[config.mk]
export PLATFORM = sky130hd
export DESIGN_NAME = icache_mp_flat
export DESIGN_NICKNAME = d
export VERILOG_FILES = /design/src/rtl/icache_mp_if.sv /design/src/rtl/icache_mp.sv /design/src/flat_wrapper.sv
export SDC_FILE = /design/constraint.sdc
export NUM_CORES = 1
export LEC_CHECK = 0
export CORE_MARGIN = 5
export CORE_UTILIZATION = 25
export DETAILED_ROUTE_END_ITERATION = 12
export GPL_TIMING_DRIVEN = 0
export MAX_ROUTING_LAYER = met4
export PLACE_DENSITY = 0.41
export SLEW_MARGIN = 20
export SYNTH_ARGS = -nofsm -noshare
export SYNTH_HDL_FRONTEND = slang
export SYNTH_SLANG_ARGS = --single-unit
[constraint.sdc]
create_clock -name clk -period 8.9 [get_ports clk]
set_clock_uncertainty 0.2 [all_clocks]
set_input_delay 2.67 -clock clk [delete_from_list [all_inputs] [get_ports clk]]
set_output_delay 2.67 -clock clk [all_outputs]
set_load 0.01 [all_outputs]
[src/rtl/icache_mp_if.sv]
// rtl/icache_mp_if.sv - fetch and program-memory bus bundle for icache_mp
//
// Ports carried (cache view, modport slave):
//   fetch_valid        in  NUM_PORTS            per-port request
//   fetch_pc           in  NUM_PORTS*ADDR_BITS  per-port address, port p at [p*ADDR_BITS +: ADDR_BITS]
//   fetch_ready        out NUM_PORTS            one-cycle response pulse per port
//   fetch_instruction  out NUM_PORTS*DATA_BITS  per-port instruction, packed like fetch_pc
//   mem_read_valid     out 1                    miss request to program memory
//   mem_read_address   out ADDR_BITS            miss address
//   mem_read_ready     in  1                    memory data valid
//   mem_read_data      in  DATA_BITS            memory data
// modport master is the environment side (fetchers plus program memory).
interface icache_mp_if #(
    parameter int NUM_PORTS = 2,
    parameter int ADDR_BITS = 8,
    parameter int DATA_BITS = 16
);
    logic [NUM_PORTS-1:0]           fetch_valid;
    logic [NUM_PORTS*ADDR_BITS-1:0] fetch_pc;
    logic [NUM_PORTS-1:0]           fetch_ready;
    logic [NUM_PORTS*DATA_BITS-1:0] fetch_instruction;
    logic                           mem_read_valid;
    logic [ADDR_BITS-1:0]           mem_read_address;
    logic                           mem_read_ready;
    logic [DATA_BITS-1:0]           mem_read_data;

    modport master (
        output fetch_valid, fetch_pc, mem_read_ready, mem_read_data,
        input  fetch_ready, fetch_instruction, mem_read_valid, mem_read_address
    );

    modport slave (
        input  fetch_valid, fetch_pc, mem_read_ready, mem_read_data,
        output fetch_ready, fetch_instruction, mem_read_valid, mem_read_address
    );
endinterface

[src/rtl/icache_mp.sv]
// rtl/icache_mp.sv - multi-port direct-mapped instruction cache with round-robin arbitration
//
// Ports:
//   clk         in  1         clock
//   reset       in  1         synchronous, active-high
//   flush       in  1         invalidate every line
//   bus         slave of icache_mp_if (fetch request/response ports, program memory read port)
//   hit_count   out CNT_BITS  saturating hit counter
//   miss_count  out CNT_BITS  saturating miss counter
module icache_mp #(
    parameter int NUM_PORTS   = 2,
    parameter int CACHE_LINES = 16,
    parameter int ADDR_BITS   = 8,
    parameter int DATA_BITS   = 16,
    parameter int CNT_BITS    = 16
) (
    input  logic                clk,
    input  logic                reset,
    input  logic                flush,
    icache_mp_if.slave          bus,
    output logic [CNT_BITS-1:0] hit_count,
    output logic [CNT_BITS-1:0] miss_count
);
    localparam int IDX_BITS = $clog2(CACHE_LINES);
    localparam int TAG_BITS = ADDR_BITS - IDX_BITS;
    localparam int PTR_BITS = (NUM_PORTS > 1) ? $clog2(NUM_PORTS) : 1;

    typedef enum logic [1:0] {
        S_IDLE   = 2'd0,
        S_LOOKUP = 2'd1,
        S_FETCH  = 2'd2
    } state_t;

    state_t state, state_next;

    logic [CACHE_LINES-1:0] line_valid;
    logic [TAG_BITS-1:0]    line_tag  [CACHE_LINES];
    logic [DATA_BITS-1:0]   line_data [CACHE_LINES];

    logic [PTR_BITS-1:0]  rr;
    logic [PTR_BITS-1:0]  grant;
    logic [PTR_BITS-1:0]  grant_sel;
    logic [PTR_BITS-1:0]  cand;
    logic                 grant_found;
    logic [ADDR_BITS-1:0] req_pc;
    logic                 fill_cancel;

    logic [IDX_BITS-1:0]  req_idx;
    logic [TAG_BITS-1:0]  req_tag;
    logic                 lookup_hit;
    logic [NUM_PORTS-1:0] eligible;

    logic do_grant, do_hit, do_miss, do_fill;

    assign req_idx    = req_pc[IDX_BITS-1:0];
    assign req_tag    = req_pc[ADDR_BITS-1:IDX_BITS];
    assign lookup_hit = line_valid[req_idx] && (line_tag[req_idx] == req_tag);

    // A port whose response is on the bus this cycle is not re-arbitrated
    // until the following cycle.
    assign eligible = bus.fetch_valid & ~bus.fetch_ready;

    // Round-robin: first eligible port at or after rr, wrapping upward.
    always_comb begin
        grant_found = 1'b0;
        grant_sel   = rr;
        cand        = '0;
        for (int k = 0; k < NUM_PORTS; k++) begin
            cand = PTR_BITS'((int'(rr) + k) % NUM_PORTS);
            if (!grant_found && eligible[cand]) begin
                grant_found = 1'b1;
                grant_sel   = cand;
            end
        end
    end

    always_ff @(posedge clk) begin
        if (reset) begin
            state <= S_IDLE;
        end else begin
            state <= state_next;
        end
    end

    always_comb begin
        state_next = state;
        do_grant   = 1'b0;
        do_hit     = 1'b0;
        do_miss    = 1'b0;
        do_fill    = 1'b0;
        case (state)
            S_IDLE: begin
                if (grant_found) begin
                    do_grant   = 1'b1;
                    state_next = S_LOOKUP;
                end
            end
            S_LOOKUP: begin
                if (lookup_hit) begin
                    do_hit     = 1'b1;
                    state_next = S_IDLE;
                end else begin
                    do_miss    = 1'b1;
                    state_next = S_FETCH;
                end
            end
            S_FETCH: begin
                if (bus.mem_read_ready) begin
                    do_fill    = 1'b1;
                    state_next = S_IDLE;
                end
            end
            default: state_next = S_IDLE;
        endcase
    end

    // Line payload needs no reset; the valid bits alone decide a hit.
    always_ff @(posedge clk) begin
        if (!reset && do_fill) begin
            line_tag[req_idx]  <= req_tag;
            line_data[req_idx] <= bus.mem_read_data;
        end
    end

    always_ff @(posedge clk) begin
        if (reset) begin
            line_valid            <= '0;
            rr                    <= '0;
            grant                 <= '0;
            req_pc                <= '0;
            fill_cancel           <= 1'b0;
            bus.fetch_ready       <= '0;
            bus.fetch_instruction <= '0;
            bus.mem_read_valid    <= 1'b0;
            bus.mem_read_address  <= '0;
            hit_count             <= '0;
            miss_count            <= '0;
        end else begin
            bus.fetch_ready <= '0;

            if (do_grant) begin
                grant       <= grant_sel;
                req_pc      <= bus.fetch_pc[grant_sel*ADDR_BITS +: ADDR_BITS];
                rr          <= (int'(grant_sel) == NUM_PORTS - 1) ? '0 : grant_sel + 1'b1;
                fill_cancel <= 1'b0;
            end

            if (do_hit) begin
                bus.fetch_ready[grant]                           <= 1'b1;
                bus.fetch_instruction[grant*DATA_BITS +: DATA_BITS] <= line_data[req_idx];
                if (hit_count != '1) begin
                    hit_count <= hit_count + 1'b1;
                end
            end

            if (do_miss) begin
                bus.mem_read_valid   <= 1'b1;
                bus.mem_read_address <= req_pc;
                if (miss_count != '1) begin
                    miss_count <= miss_count + 1'b1;
                end
            end

            // A flush seen while the miss is outstanding poisons the fill:
            // the requester still gets its data but the line stays invalid.
            if (state == S_FETCH && flush) begin
                fill_cancel <= 1'b1;
            end

            if (do_fill) begin
                bus.fetch_ready[grant]                              <= 1'b1;
                bus.fetch_instruction[grant*DATA_BITS +: DATA_BITS] <= bus.mem_read_data;
                bus.mem_read_valid                                  <= 1'b0;
            end

            if (flush) begin
                line_valid <= '0;
            end else if (do_fill && !fill_cancel) begin
                line_valid[req_idx] <= 1'b1;
            end
        end
    end
endmodule

[src/flat_wrapper.sv]
// flat-port wrapper written by rule: the top's interface ports become plain ports
module icache_mp_flat 
#(
    parameter int NUM_PORTS   = 2,
    parameter int CACHE_LINES = 16,
    parameter int ADDR_BITS   = 8,
    parameter int DATA_BITS   = 16,
    parameter int CNT_BITS    = 16
)
  (clk, reset, flush, hit_count, miss_count, bus_fetch_valid, bus_fetch_pc, bus_mem_read_ready, bus_mem_read_data, bus_fetch_ready, bus_fetch_instruction, bus_mem_read_valid, bus_mem_read_address);
  icache_mp_if #(.NUM_PORTS(NUM_PORTS), .ADDR_BITS(ADDR_BITS), .DATA_BITS(DATA_BITS)) bus_i ();
  input  logic clk;
  input  logic reset;
  input  logic flush;
  output logic [CNT_BITS-1:0] hit_count;
  output logic [CNT_BITS-1:0] miss_count;
  input wire logic [$bits(bus_i.fetch_valid)-1:0] bus_fetch_valid;
  input wire logic [$bits(bus_i.fetch_pc)-1:0] bus_fetch_pc;
  input wire logic [$bits(bus_i.mem_read_ready)-1:0] bus_mem_read_ready;
  input wire logic [$bits(bus_i.mem_read_data)-1:0] bus_mem_read_data;
  output wire logic [$bits(bus_i.fetch_ready)-1:0] bus_fetch_ready;
  output wire logic [$bits(bus_i.fetch_instruction)-1:0] bus_fetch_instruction;
  output wire logic [$bits(bus_i.mem_read_valid)-1:0] bus_mem_read_valid;
  output wire logic [$bits(bus_i.mem_read_address)-1:0] bus_mem_read_address;
  assign bus_i.fetch_valid = bus_fetch_valid;
  assign bus_i.fetch_pc = bus_fetch_pc;
  assign bus_i.mem_read_ready = bus_mem_read_ready;
  assign bus_i.mem_read_data = bus_mem_read_data;
  assign bus_fetch_ready = bus_i.fetch_ready;
  assign bus_fetch_instruction = bus_i.fetch_instruction;
  assign bus_mem_read_valid = bus_i.mem_read_valid;
  assign bus_mem_read_address = bus_i.mem_read_address;
  icache_mp #(.NUM_PORTS(NUM_PORTS), .CACHE_LINES(CACHE_LINES), .ADDR_BITS(ADDR_BITS), .DATA_BITS(DATA_BITS), .CNT_BITS(CNT_BITS)) u_core (.clk(clk), .reset(reset), .flush(flush), .bus(bus_i), .hit_count(hit_count), .miss_count(miss_count));
endmodule
Yosys cells after proc, flatten, opt, wreduce, memory -nomap -nowiden
Memories as Yosys holds them, arrays and structs flattened. A register that Yosys moved wholly into a read port is not among the register bits.
Cells that the tools add are included.
{ "word_totals": {"n_memories": 2, "out_inout_bits": 75, "latch_bits": 0, "mem_bits_rw": 320, "input_bits": 38, "word_cells": 99, "register_bits": 104, "romBits": 0} }
{ "classes": {"n_addsub": 5, "n_reduce_logical": 17, "order_cmp": 6, "n_mux": 42, "n_eq_ne": 7, "shift": 4, "n_div": 0, "mul": 0, "n_bitwise": 4} }
{ "mem_list": {"columns": ["name", "depth", "word_bits", "read_ports", "rd_clocked_by_memory_dff", "wr", "line_no", "rtl"], "rows": [
  ["u_core.line_data", 16, 16, 1, 1, 1, "icache_mp.sv:38", "logic [DATA_BITS-1:0] line_data [CACHE_LINES];"],
  ["u_core.line_tag", 16, 4, 1, 1, 1, "icache_mp.sv:37", "logic [TAG_BITS-1:0] line_tag [CACHE_LINES];"]
]} }
{ "ops": {"columns": ["operator", "n"], "rows": [
  ["two-way mux 32 bit", 3],
  ["variable part select 16 x 34 -> 32 bit", 2],
  ["bitwise mux 32 bit", 2],
  ["negator 5 -> 34 bit", 1],
  ["variable shift 16 x 34 -> 32 bit (first input constant)", 1],
  ["adder 16 x 1 -> 16 bit (second input constant)", 2],
  ["!= test 16 bit (second input constant)", 2],
  ["two-way mux 1 bit", 23],
  ["two-way mux 4 bit", 4],
  ["OR 16 bit", 1],
  ["variable part select 16 x 5 -> 8 bit", 1],
  ["two-way mux 2 bit", 6],
  ["logical AND 1 bit", 7],
  ["less-than comparator 1 x 2 -> 1 bit (second input constant)", 3],
  ["one-hot mux 2 bit (3 select lines)", 1],
  ["AND reduction 2 bit", 3],
  ["less-than comparator 4 x 5 -> 1 bit (second input constant)", 1],
  ["binary-select mux 1 bit (select 4 bit)", 1],
  ["demux 1 bit (select 4 bit)", 1],
  ["equality test 4 bit", 1],
  ["greater-or-equal comparator 4 x 1 -> 1 bit (second input constant)", 1],
  ["OR reduction 2 bit", 2],
  ["zero test 1 bit", 3],
  ["adder 1 bit (second input constant)", 2],
  ["other kinds (11)", 11]
]} }

Logic depth before layout (Yosys ltp)
Gate-level depths: netlist of the first run.
{ "depth": {"depth_word": 12, "mapped_depth": 13, "ltp_nobuf": 7} }

Worst setup path after synthesis of the first run
OpenSTA, ideal clock, no wires.
{ "synth_path": {"path_type": "input to register", "from": "in bus_mem_read_ready", "to": "mem u_core.line_data[0][0] (enable)", "slack_ns": 3.344, "n_path_buf": 1, "cell_stages": 5, "setup_ns": 0.422, "required_ns": 8.278, "arrival_time_ns": 4.934, "path_cell_list": "nand2_1 or2_2 clkbuf_1 or3_1 nor3_1"} }
{ "synth_between": {"elab_chain_cells": 5} }
{ "synth_rtl": {"columns": ["item", "line_no", "rtl"], "rows": [
  ["start: declaration", "flat_wrapper.sv:19", "input wire logic [$bits(bus_i.mem_read_ready)-1:0] bus_mem_read_ready;"],
  ["two-way mux 1 bit", "icache_mp.sv:108", "if (bus.mem_read_ready) begin"],
  ["two-way mux 1 bit", "icache_mp.sv:91", "case (state)"],
  ["logical AND 1 bit", "icache_mp.sv:119", "if (!reset && do_fill) begin"],
  ["two-way mux 1 bit", "icache_mp.sv:119", null],
  ["two-way mux 1 bit (implied by the code)", "icache_mp.sv:121", "line_data[req_idx] <= bus.mem_read_data;"],
  ["end: declaration", "icache_mp.sv:38", null]
]} }
Every way passes these cells.

Worst setup path after layout of the first run
{ "layout_path": {"from": "in bus_mem_read_ready", "to": "mem u_core.line_data[0][11] (enable)"} }
The elaborated chain is that of the path after synthesis.

==> metrics.cfg, run 1 <==
[outcome]
outcome=finished, final reports clean

[clock_network]
hold_buffers=0
postCtsResizedCells=0
clk_pin_slew_ns=0.06
tritoncts=built
clk_latency_ns=0.58
cts_htree_levels=2
cts_root_buffer=clkbuf_16
clock_path_buffers=3
post_cts_buffers=0
cts_sinks=428
cts_buffers=46

[synthesis]
synth_fa_ha_area_share_pct=0.201
synth_cell_types=50
yosys_warnings=0
synth_top_family_by_area=multiplexers
synthMuxAreaShare_pct=16.3
synth_area_mm2=0.0174
ys.flop_type=edfxtp_1
synthSimpleGateAreaFrac_pct=8.55
synth.net_count=1133
ys_seq_elements=428
syn_avg_cell_area_um2=15.9
synth_sequential_area_ratio_pct=67.6
synth-async-reset-ratio_pct=0
syn-instance-count=1093
synth_xor_area_share_pct=0.251
synth_edf_count=320
synth_compound_area_share_pct=5.10

[critical_path]
max_stage_delay_ns=0.54
startpoint=bus_mem_read_ready
critPathLaunchType=input port
cp_cell_sequence=clkdlybuf4s50_1 > nand2_1 > or2_2 > clkbuf_1 > or3_1 > nor3_2 > buf_6 > buf_4
cp.required_ns=8.99
arrival_ns=5.41
critPathMaxFanout=6
critPathSlowestCell=or3_1
end_kind=flip-flop
crit_type=input port to flip-flop

[worst_hold_path]
worstHoldPathType=flip-flop to flip-flop
min_from=u_core.bus.mem_read_address[5]

[sta]
fmax_mhz=188
grt_setup_unrepaired=false
fin_crit_ns=5.32
worst_pin_slew_ns=1.08
min_period_over_period_pct=59.8
setup_viol=0
fin_ws_ns=3.58
whs_ns=0.254
slew_viol_final=0
finalHoldViolCount=0
setup_tns_ns=0
relSlewSlack_pct=27.9

[floorplanning]
rows=96
fp.dieW_um=274
dieArea_mm2=0.0750
ios=113
die_h_um=274
core-area_mm2=0.0688
start_util_pct=25.3

[layout]
area_delta_synth_final_pct=24.9
multiInputGateArea_mm2=0.00540
layout_common_cells=edfxtp_1 (320), clkdlybuf4s50_1 (112), dfxtp_1 (108), mux4_2 (100), clkbuf_1 (68)
fillCellCount=6743
nets=1317
final_common_cell=edfxtp_1
utilization_pct=31.6
drive_above_1_share_pct=17.6
final-seq-area_mm2=0.0118

[detailed_routing]
first_pass_iters=5
routedWlPerCell_um=22.2
vias=10400
wl_mm=50.0
via_per_inst=4.61
drt_iter0_drc=775
drc=0
ant_nets=0

[place]
hpwlAfterDp_mm=35.5
portBuffers=112
pre_cts_slack_ns=2.94
place_congestion=0.750

[pwr]
leakage_nw=6.54
vdd_ir_drop_max_uv=140
power_mw=4.57
powerDensity_mw_per_mm2=210

[grt]
grt_usage_pct=13.5
antenna_found_initial=3
grt-ovfl-total=0
grt_first_pass_wirelength_mm=73.6
grt_max_degree=21
grt_pass1_vias=10700

[run]
maxCapViolations=0

-- where the power goes --
part | internal [mW] | total [mW] | switching [mW]
registers | 2.17 | 2.19 | 0.0239
clock network | 1.11 | 1.92 | 0.802
logic | 0.193 | 0.461 | 0.267
-- synthesized netlist by cell type, types with 12 or more instances --
master    count  share of area, %
buf_1        13              0.28
nand3b_1     20              0.86
mux2i_1      51               2.9
dfxtp_1     108                12
a21oi_1      49               1.4
or4_1        22              0.95
clkbuf_1     54               1.2
mux4_2      100                13
nor2b_1      12              0.43
nand3_1      39               1.1
and2_1       16              0.57
nor2_1       54               1.2
o31ai_1      21              0.91
nand2_1      61               1.3
a211oi_1     12              0.52
edfxtp_1    320                55
o221ai_1     32               1.6
-- through the flow --
stage	instances	area [um2]
detailed placement	2160	20200
CTS	2245	21700
finish	2248	21800
global placement	2136	19700
global route	2248	21800
floorplan	1093	17400
-- metal layers --
layer	GRT usage [%]	vias up	wire length [um]
met2	21.9	212	24200
met1	17.9	5354	22800
li1	-	4743	-
met4	3.00	0	876
met3	2.28	65	2050
met5	-	-	0
-- worst max-delay path: cells and delay by family --
| family | cells | cell delay [ns] |
|---|---|---|
| simple gates | 4 | 1.56 |
| buf+inv | 4 | 1.17 |
-- layout make-up --
cell class / count / area share, %
diodes: 3 / 0.0345
plain buffers: 79 / 1.50
clock buffers: 61 / 5.59
clock inverters: 24 / 1.31
inverters: 10 / 0.173
multi-input cells: 576 / 24.8
flip-flops and latches: 428 / 54.1
well taps: 931 / 5.35
repair buffers: 136 / 7.14
-- cells by family after synthesis --
group | after synthesis
flip-flops | 428
multiplexers | 157
adder cells (fa/ha/maj) | 3
AND/OR/NAND/NOR | 281
AO/OA/AOI/OAI | 130
buffers and inverters | 89
XOR/XNOR | 5
-- final timing paths --
check / to / slack [ns] / cells after the start
hold / removal: u_core.bus.mem_read_address[5] / 0.25 / 2
setup reg to reg: u_core.bus.fetch_instruction[21] / 3.97 / 11
setup / recovery: u_core.line_data[0][11] / 3.58 / 8
hold reg to reg: u_core.bus.mem_read_address[5] / 0.25 / 2
-- registers in the layout, indices dropped and copies added, names as in the netlist, named ones only --
| name | cells |
|---|---|
| u_core.req_pc | 8 |
| u_core.grant | 1 |
| u_core.line_valid | 16 |
| u_core.bus.mem_read_address | 8 |
| u_core.bus.fetch_ready | 2 |
| u_core.line_data | 256 |
| u_core.hit_count | 16 |
| u_core.fill_cancel | 1 |
| u_core.state | 2 |
| u_core.bus.mem_read_valid | 1 |
| u_core.bus.fetch_instruction | 32 |
| u_core.rr | 1 |
| u_core.miss_count | 16 |
| u_core.line_tag | 64 |
Power figures use the tool's default switching activity.
==> run 2: changes to the inputs <==
clock period = 5.2 ns   (was 8.9 ns; I/O delays follow)
==> results of run 2 <==
Same layout as run 1 (identical final DEF). Status: finished, final reports clean.
Among the figures that moved: setup slack after placement 2.94 ns -> 0.279 ns; setup slack after layout 3.58 ns -> 0.273 ns; end point of the critical path u_core.line_data[0][11] -> u_core.bus.fetch_instruction[21]; register-to-register setup slack 3.97 ns -> 0.27 ns; total power 4.57 mW -> 7.82 mW; worst IR drop on VDD 140 uV -> 239 uV
